**config.mk**
```make
export PLATFORM = sky130hd
export DESIGN_NAME = collision_arbiter
export DESIGN_NICKNAME = d
export VERILOG_FILES = /design/src/rtl/collision_pkg.sv /design/src/rtl/collision_pair_tracker.sv /design/src/rtl/collision_arbiter.sv
export SDC_FILE = /design/constraint.sdc
export NUM_CORES = 1
export LEC_CHECK = 0
export BUFFER_PORTS_ARGS = -buffer_cell sky130_fd_sc_hd__buf_2
export CORE_AREA = 10 10 86 81
export CTS_CLUSTER_SIZE = 28
export DETAILED_ROUTE_END_ITERATION = 8
export DIE_AREA = 0 0 96 91
export PLACE_DENSITY = 0.73
export SYNTH_ARGS = -nofsm -noshare
export SYNTH_HDL_FRONTEND = slang
export SYNTH_HIERARCHICAL = 1
export SYNTH_SLANG_ARGS = --single-unit
```
**constraint.sdc**
```tcl
create_clock -name clk -period 2.3 [get_ports clk]
set_clock_uncertainty 0.05 [all_clocks]
set_input_delay 0.46 -clock clk [delete_from_list [all_inputs] [get_ports clk]]
set_output_delay 0.46 -clock clk [all_outputs]
set_load 0.02 [all_outputs]
```
**src/rtl/collision_pkg.sv**
```systemverilog
// rtl/collision_pkg.sv - pair mapping helpers and cooldown width shared by the collision arbiter
package collision_pkg;

    localparam int CNT_W = 4;

    function automatic int num_pairs(input int n);
        return n * (n - 1) / 2;
    endfunction

    // Row-major index of unordered pair (i,j), i<j, among n objects
    function automatic int pair_idx(input int i, input int j, input int n);
        return i * n - i * (i + 1) / 2 + (j - i - 1);
    endfunction

endpackage

```
**src/rtl/collision_pair_tracker.sv**
```systemverilog
// rtl/collision_pair_tracker.sv - per-pair frame cooldown and single-cycle hit pulse
module collision_pair_tracker
    import collision_pkg::*;
(
    input  logic             clk,
    input  logic             resetN,
    input  logic             raw,
    input  logic             startOfFrame,
    input  logic [CNT_W-1:0] hold_frames,
    output logic             hit_now,
    output logic             hit_pulse
);

    logic [CNT_W-1:0] cnt_q, cnt_d;
    logic             hit_pulse_q, hit_pulse_d;
    logic             armed;

    always_comb begin
        armed       = (cnt_q == '0) || ((cnt_q == CNT_W'(1)) && startOfFrame);
        // Suppressing a hit right after a pulse keeps pulses from ever abutting
        hit_now     = raw && armed && !hit_pulse_q;
        hit_pulse_d = hit_now;
        cnt_d       = cnt_q;
        if (hit_now) begin
            cnt_d = hold_frames;
        end else if (startOfFrame && (cnt_q != '0)) begin
            cnt_d = cnt_q - CNT_W'(1);
        end
    end

    always_ff @(posedge clk or negedge resetN) begin
        if (!resetN) begin
            cnt_q       <= '0;
            hit_pulse_q <= 1'b0;
        end else begin
            cnt_q       <= cnt_d;
            hit_pulse_q <= hit_pulse_d;
        end
    end

    assign hit_pulse = hit_pulse_q;

endmodule

```
**src/rtl/collision_arbiter.sv**
```systemverilog
// rtl/collision_arbiter.sv - pairwise sprite overlap detection with per-frame contact summary
module collision_arbiter
    import collision_pkg::*;
#(
    parameter int                   NUM_OBJ     = 4,
    parameter int                   NUM_PAIRS   = num_pairs(NUM_OBJ),
    parameter logic [NUM_PAIRS-1:0] PAIR_EN     = '1,
    parameter int                   HOLD_FRAMES = 1,
    localparam int                  FP_W        = (NUM_PAIRS > 1) ? $clog2(NUM_PAIRS) : 1
) (
    input  logic                 clk,
    input  logic                 resetN,
    input  logic                 startOfFrame,
    input  logic [NUM_OBJ-1:0]   draw_req,
    output logic                 collision,
    output logic [NUM_PAIRS-1:0] hit_pulse,
    output logic                 any_hit_pulse,
    output logic [NUM_PAIRS-1:0] frame_summary,
    output logic                 summary_valid,
    output logic [FP_W-1:0]      first_pair,
    output logic                 first_valid
);

    logic [NUM_PAIRS-1:0] raw;
    logic [NUM_PAIRS-1:0] hit_now;
    logic [FP_W-1:0]      first_idx;
    logic                 hit_any;

    for (genvar gi = 0; gi < NUM_OBJ; gi++) begin : g_i
        for (genvar gj = gi + 1; gj < NUM_OBJ; gj++) begin : g_j
            localparam int P = pair_idx(gi, gj, NUM_OBJ);
            assign raw[P] = draw_req[gi] & draw_req[gj] & PAIR_EN[P];
        end
    end

    for (genvar gp = 0; gp < NUM_PAIRS; gp++) begin : g_trk
        collision_pair_tracker u_trk (
            .clk          (clk),
            .resetN       (resetN),
            .raw          (raw[gp]),
            .startOfFrame (startOfFrame),
            .hold_frames  (CNT_W'(HOLD_FRAMES)),
            .hit_now      (hit_now[gp]),
            .hit_pulse    (hit_pulse[gp])
        );
    end

    assign collision = |raw;
    assign hit_any   = |hit_now;

    always_comb begin
        first_idx = '0;
        for (int p = NUM_PAIRS - 1; p >= 0; p--) begin
            if (hit_now[p]) first_idx = FP_W'(p);
        end
    end

    logic [NUM_PAIRS-1:0] acc_q, acc_d;
    logic [FP_W-1:0]      first_acc_q, first_acc_d;
    logic                 first_acc_v_q, first_acc_v_d;
    logic [NUM_PAIRS-1:0] frame_summary_q, frame_summary_d;
    logic [FP_W-1:0]      first_pair_q, first_pair_d;
    logic                 first_valid_q, first_valid_d;
    logic                 summary_valid_q, summary_valid_d;
    logic                 any_hit_q, any_hit_d;

    always_comb begin
        acc_d           = acc_q | raw;
        first_acc_d     = first_acc_q;
        first_acc_v_d   = first_acc_v_q;
        frame_summary_d = frame_summary_q;
        first_pair_d    = first_pair_q;
        first_valid_d   = first_valid_q;
        summary_valid_d = startOfFrame;
        any_hit_d       = hit_any;
        if (startOfFrame) begin
            // The boundary cycle's own activity opens the new frame
            frame_summary_d = acc_q;
            first_pair_d    = first_acc_q;
            first_valid_d   = first_acc_v_q;
            acc_d           = raw;
            first_acc_d     = first_idx;
            first_acc_v_d   = hit_any;
        end else if (!first_acc_v_q && hit_any) begin
            first_acc_d   = first_idx;
            first_acc_v_d = 1'b1;
        end
    end

    always_ff @(posedge clk or negedge resetN) begin
        if (!resetN) begin
            acc_q           <= '0;
            first_acc_q     <= '0;
            first_acc_v_q   <= 1'b0;
            frame_summary_q <= '0;
            first_pair_q    <= '0;
            first_valid_q   <= 1'b0;
            summary_valid_q <= 1'b0;
            any_hit_q       <= 1'b0;
        end else begin
            acc_q           <= acc_d;
            first_acc_q     <= first_acc_d;
            first_acc_v_q   <= first_acc_v_d;
            frame_summary_q <= frame_summary_d;
            first_pair_q    <= first_pair_d;
            first_valid_q   <= first_valid_d;
            summary_valid_q <= summary_valid_d;
            any_hit_q       <= any_hit_d;
        end
    end

    assign any_hit_pulse = any_hit_q;
    assign frame_summary = frame_summary_q;
    assign summary_valid = summary_valid_q;
    assign first_pair    = first_pair_q;
    assign first_valid   = first_valid_q;

endmodule

```
==> summary.txt, run 1 <==
Final Hold Viols = 0
Post-route DRC = 0
MaxCap Viol Count = 0
Skew-Pair Late Insertion Delay = 0.30 ns
ant diodes = 0
Pre-Repair DR Iteration Count = 4
routed vias/inst = 5.42
leading cell types in the layout, fill and taps excluded = dfrtp_1 (52), buf_2 (25), conb_1 (24)
Area contributors post-synth = dfrtp_1 (47%), mux2_2 (6.5%), ha_1 (5.4%), mux2_1 (3.3%), nor3b_1 (3.3%)
gp weighted congestion = 0.768
Setup CP Type = reg2reg
Peak VDD IR = 0.000648 V
synth warn = 6
crit path DAT = 2.28 ns
top sig layer = met4
antenna-violating nets left = 0
prevailing post-synth register cell = dfrtp_1
CTS clk-pin slew, worst paths = 0.09 ns
clk sinks = 52
vias in the first global route = 2033
final wirelength = 5.83 mm
Post-CTS Hold Buffers = 0
post-synthesis compound-gate area fraction = 0.163
dpl cells = 368
setup TNS = 0 ns
fin area = 3290 um^2
I/O pin count = 26
Layout area overhead = 19.2%
starting density of the core = 0.539
Rows = 25
grt ovf = 0
Mean Syn Cell Area = 11.7 um^2
reg2reg setup slack = 0.21 ns
Post-Synth Simple-Gate Area = 0.178
metal3 WL = 288 um
Core Footprint = 5130 um^2
xor and xnor area share after synthesis = 0
EDFF count, synth = 0
CTS tree = yes
Root Driver = clkbuf_8
commonest non-fill, non-tap cell in the layout = dfrtp_1
Largest stage delay, worst path = 0.44 ns
Worst path slowest cell = dfrtp_1
Post-DP Area = 3200 um^2
antenna violations before repair = 0
Post-Synth Adder-Cell Area = 0.0580
maximum clock path buffer count = 2
flops & latches, synth = 52
status = finished, final reports clean
Synth Instances = 237
tightest slew margin relative to the limit = 0.617
leakage power = 1.55 nW
Power per Cell Area = 1170 nW/um^2
met1 WL = 2.76 mm
die width = 96 um
worst path cell trace = inv_1 -> ha_1 -> a21oi_1 -> nor2_4 -> buf_4 -> or3b_1 -> a31oi_1 -> mux2_1
synth unique cells = 31
met2 wire length = 2.73 mm
CP required = 2.49 ns
Nets = 327
Num CTS Buffers = 5
RSZ-0062 raised after global routing = no
Die ar. = 8740 um^2
htree depth = 2
Post-Syn Area = 2760 um^2
sequential element share of the synthesized area = 0.471
GRT Util Overall = 0.138
ratio of cells with drive above 1 in the final layout = 0.295
fmax = 479 MHz
post-cts resize count = 0
final setup fails = 0
largest family of logic cells by synthesized area = simple AND/OR/NAND/NOR gates
Synth async-reset ratio = 1.00
CP max FO = 6
Die Height = 91 um
CP Capture Type = flip-flop
largest area contributor in the netlist = dfrtp_1
Post-CTS Setup Inserts = 0
Final Slew Violations = 0
routed len/inst = 15.5 um
post-layout min period = 2.09 ns
Worst Max-Slew Pin Slew = 0.575 ns
fin cells = 375
total number of vias = 2033
worst hold path type = in2async
first-pass GRT wire length = 9.92 mm
Synth top area share = 0.471
initial DRC count = 60
CP Launch Type = flip-flop
mux share of post-synthesis cell area = 0.0978
Tcrit/Tclk final = 0.908
largest net degree at the start of global routing = 30
DP Wirelength = 4.40 mm
Port Buffers = 25
==> state kept, by name (all words and copies together) (netlist names) <==
name and cells:
g_trk.u_trk/hit_pulse 6, any_hit_pulse 1, summary_valid 1, acc_q 6, first_acc_v_q 1, first_acc_q 3, frame_summary 6, first_pair 3
g_trk.u_trk/cnt_q 24, first_valid 1
==> worst max-delay path, delay by kind of cell (launching register included) <==
| family | cells | cell delay (ns) |
|---|---|---|
| compound gates | 2 | 0.47 |
| fa+ha+maj | 1 | 0.24 |
| simple gates | 2 | 0.45 |
| flops | 1 | 0.44 |
| buf+inv | 2 | 0.22 |
| mux | 1 | 0.16 |
==> final timing paths <==
kind,from,end,cells after the start
setup / recovery,g_trk[2].u_trk/cnt_q[0]$_DFFE_PN0P_,first_acc_q[0]$_DFFE_PN0P_,8
hold / removal,resetN,frame_summary[0]$_DFFE_PN0P_,1
setup reg to reg,g_trk[2].u_trk/cnt_q[0]$_DFFE_PN0P_,first_acc_q[0]$_DFFE_PN0P_,8
hold reg to reg,acc_q[1]$_DFF_PN0_,acc_q[1]$_DFF_PN0_,1
max in group asynchronous,resetN,g_trk[4].u_trk/cnt_q[0]$_DFFE_PN0P_,2
min in group clk,acc_q[1]$_DFF_PN0_,acc_q[1]$_DFF_PN0_,1
==> stage by stage <==
| stage | hold WS (ns) | setup slack, ns | util | total power [mW] |
|---|---|---|---|---|
| after floorplan | 0.114 | 0.222 | - | 2.75 |
| after global placement | 0.415 | 0.0298 | 0.623 | 3.24 |
| after detailed placement | 0.417 | -0.0303 | 0.623 | 3.29 |
| after CTS | 0.114 | 0.209 | 0.642 | 3.85 |
| after global routing | 0.132 | 0.0693 | 0.642 | 4.13 |
| final | 0.0945 | 0.212 | 0.642 | 3.84 |
==> cell type report <==
cell class                 count  area, um^2
clock buffer                   7        96.3
fill                         431        1840
inverter                      20        75.1
multi-input combinational    186        1460
sequential                    52        1300
tap                           67        83.8
timing repair buffer          43         273
==> where the power goes <==
part	internal, mW	switching (mW)
logic	0.889	0.854
clock network	0.269	0.286
registers	1.24	0.300
total	2.40	1.44
==> cells in the mapped netlist (2+ instances only) <==
library cell  count
nor3_1            8
o21a_1            6
nor3b_1          12
o32ai_1           6
mux2_2           16
o32a_1            6
o32a_2            6
nor2_1           11
nor4b_1           6
a21oi_1          12
or4b_4            6
nand2_1           7
or2_1             2
a31oi_1           2
and2_1            6
a21o_1            6
nor2_4            6
a221o_2           6
mux2_1            8
ha_1             12
o21ai_0           6
conb_1            2
dfrtp_1          52
inv_1            20
==> layer usage <==
layer,vias to the layer above,GRT usage
met5,-,0
met4,0,0.0332
met3,5,0.0337
met2,38,0.214
met1,987,0.188
li1,1003,-
==> cell families (layout without fill, tap and decap cells) <==
logic type / after synthesis / in the layout
mux: 24 / 24
fa+ha+maj: 13 / 13
compound gates: 57 / 57
simple gates: 68 / 68
flops: 52 / 52
buf+inv: 21 / 70
other cells: 2 / 24
No activity file was read; power rests on OpenSTA's default activity.
==> inputs of run 2 (changes only) <==
--- a/config.mk
+++ b/config.mk
@@ -5,11 +5,12 @@
 export SDC_FILE = /design/constraint.sdc
 export NUM_CORES = 1
 export LEC_CHECK = 0
+export ABC_AREA = 1
 export BUFFER_PORTS_ARGS = -buffer_cell sky130_fd_sc_hd__buf_2
-export CORE_AREA = 10 10 86 81
+export CORE_AREA = 10 10 93 86
 export CTS_CLUSTER_SIZE = 28
 export DETAILED_ROUTE_END_ITERATION = 8
-export DIE_AREA = 0 0 96 91
+export DIE_AREA = 0 0 103 96
 export PLACE_DENSITY = 0.73
 export SYNTH_ARGS = -nofsm -noshare
 export SYNTH_HDL_FRONTEND = slang
==> run 2 against run 1 <==
Net effect:
- clock-buffer cell count is 2 lower
- area after synthesis grew 18%
- via count grew 27%
- sequential cell count unchanged
- wire length up 9.6%
- final cell count grew 46%
- critical path type unchanged
==> summary.txt, run 2 <==
routed vias/inst = 4.70
vias in the first global route = 2544
MaxCap Viol Count = 0
Crit path top cell by count = nand2_1
leakage power = 2.15 nW
grt ovf = 0
htree depth = 2
antenna-violating nets left = 0
worst hold path type = in2async
post-layout min period = 1.82 ns
hold slack = 0.0226 ns
Largest stage delay, worst path = 0.40 ns
CTS clk-pin slew, worst paths = 0.10 ns
Post-route DRC = 0
tightest slew margin relative to the limit = 0.631
CP max FO = 5
Synth Instances = 423
Worst Max-Slew Pin Slew = 0.553 ns
Nets = 495
CP required = 2.46 ns
GRT Util Overall = 0.141
Peak VDD IR = 0.000543 V
largest net degree at the start of global routing = 24
gp weighted congestion = 0.874
synth unique cells = 23
setup TNS = 0 ns
final wirelength = 6.38 mm
commonest non-fill, non-tap cell in the layout = nand2_1
maximum clock path buffer count = 2
Synth top area share = 0.400
leading cell types in the layout, fill and taps excluded = nand2_1 (174), dfrtp_1 (52), inv_1 (42)
crit path DAT = 1.98 ns
Post-CTS Setup Inserts = 0
Sequential Area = 1300 um^2
Final Util = 0.596
fmax = 550 MHz
most common library cells after synthesis = nand2_1 (174), dfrtp_1 (52), inv_1 (42)
CP Launch Type = flip-flop
Final Power = 4.08 mW
top-count cell post-synth = nand2_1
cells on worst reg2reg path = 12
Die Height = 96 um
Tcrit/Tclk final = 0.791
fin area = 3620 um^2
initial DRC count = 98
DP Wirelength = 4.99 mm
Worst path slowest cell = dfrtp_1
Num CTS Buffers = 5
Setup CP Type = reg2reg
Root Driver = clkbuf_8
EDFF count, synth = 0
Synth async-reset ratio = 1.00
sequential element share of the synthesized area = 0.400
max reg flops = 24
RSZ-0062 raised after global routing = no
CTS tree = yes
Post-CTS Hold Buffers = 0
Layout fillers = 584
Rows = 27
antenna violations before repair = 0
dpl cells = 541
CP bufs+invs = 3
Port Buffers = 25
routed len/inst = 11.6 um
Pre-Repair DR Iteration Count = 4
Layout area overhead = 11.3%
largest area contributor in the netlist = dfrtp_1
ratio of cells with drive above 1 in the final layout = 0.212
Power per Cell Area = 1130 nW/um^2
Core Footprint = 6080 um^2
flops & latches, synth = 52
Skew-Pair Late Insertion Delay = 0.32 ns
status = finished, final reports clean
final setup fails = 0
RR Endpoint = first_acc_q[0]$_DFFE_PN0P_
ant diodes = 0
Crit path max-delay family = simple AND/OR/NAND/NOR gates
Reg with most FFs = g_trk.u_trk/cnt_q
Post-Syn Area = 3250 um^2
total number of vias = 2575
prevailing post-synth register cell = dfrtp_1
Final Hold Viols = 0
starting density of the core = 0.535
clk sinks = 52
fin cells = 548
Area contributors post-synth = dfrtp_1 (40%), nand2_1 (20%), nand2_4 (8.7%), nand3_1 (5.2%), inv_1 (4.8%)
synth warn = 6
Mean Syn Cell Area = 7.69 um^2
die width = 103 um
Final Slew Violations = 0
Die ar. = 9890 um^2
post-cts resize count = 0
worst path cell trace = inv_1 -> ha_1 -> inv_1 -> nand2_1 -> nand2_4 -> clkinv_2 -> nor2_4 -> nand3_4 -> nand2_4 -> nand2_2 -> nand2_1 -> nand2_1
reg-to-reg startpoint = g_trk[5].u_trk/cnt_q[0]$_DFFE_PN0P_
final worst setup slack = 0.481 ns
CP Capture Type = flip-flop
I/O pin count = 26
reg2reg setup slack = 0.48 ns
Post-DP Area = 3540 um^2
first-pass GRT wire length = 11.2 mm
multi-input gate area in the final layout = 1750 um^2
pre-CTS worst setup slack = 0.366 ns
run 2: cell count changes in the layout (fill, tap and decap cells not counted), moves of 8 or more:
cell | previous run | this run
buf_4 | 17 | 2
nand2_1 | 7 | 174
nand2_4 | 0 | 25
nor3b_1 | 12 | 0
nand3_1 | 0 | 34
mux2_1 | 8 | 0
mux2_2 | 16 | 0
inv_2 | 0 | 18
inv_1 | 20 | 42
a21oi_1 | 12 | 1
run 2: worst max path at each step:
stage	cells after the start	slack, ns	startpoint	end
after floorplan	12	0.68	g_trk[0].u_trk/cnt_q[0]$_DFFE_PN0P_	first_acc_q[0]$_DFFE_PN0P_
after global placement	11	0.44	startOfFrame	first_acc_q[0]$_DFFE_PN0P_
after detailed placement	10	0.37	startOfFrame	first_acc_q[2]$_DFFE_PN0P_
after CTS	12	0.48	g_trk[5].u_trk/cnt_q[0]$_DFFE_PN0P_	first_acc_q[0]$_DFFE_PN0P_
after global routing	11	0.30	g_trk[5].u_trk/cnt_q[0]$_DFFE_PN0P_	first_acc_q[2]$_DFFE_PN0P_
final	12	0.48	g_trk[5].u_trk/cnt_q[0]$_DFFE_PN0P_	first_acc_q[0]$_DFFE_PN0P_
run 2: worst reg2reg max path, stage by stage, from the launching register on:
cell and delay (ns):
dfrtp_1 0.40, inv_1 0.10, ha_1 0.24, inv_1 0.08, nand2_1 0.13, nand2_4 0.14, clkinv_2 0.11, nor2_4 0.14
nand3_4 0.09, nand2_4 0.08, nand2_2 0.05, nand2_1 0.06, nand2_1 0.04
run 2: layer usage:
| layer | GRT usage | part of all wire | up-vias |
|---|---|---|---|
| li1 | - | - | 1361 |
| met1 | 0.177 | 0.48 | 1167 |
| met2 | 0.233 | 0.46 | 39 |
| met3 | 0.0337 | 0.050 | 8 |
| met4 | 0.0486 | 0.0099 | 0 |
| met5 | 0 | 0 | - |
run 2: cells by family after synthesis:
family / synth area share
compound gates: 0.0231
fa+ha+maj: 0.0461
buf+inv: 0.0884
flops: 0.400
other cells: 0.00231
simple gates: 0.440
run 2: layout make-up:
type	instances	area share
multi-input cells	323	0.483
flip-flops and latches	52	0.359
inverters	67	0.0722
repair buffers	27	0.0387
well taps	72	0.0249
clock buffers	5	0.0190
clock inverters	2	0.00345
run 2: where the power goes:
group	switching, mW	internal [mW]	total [mW]
sequential	0.235	1.23	1.47
clock	0.303	0.207	0.509
combinational	1.38	0.717	2.10
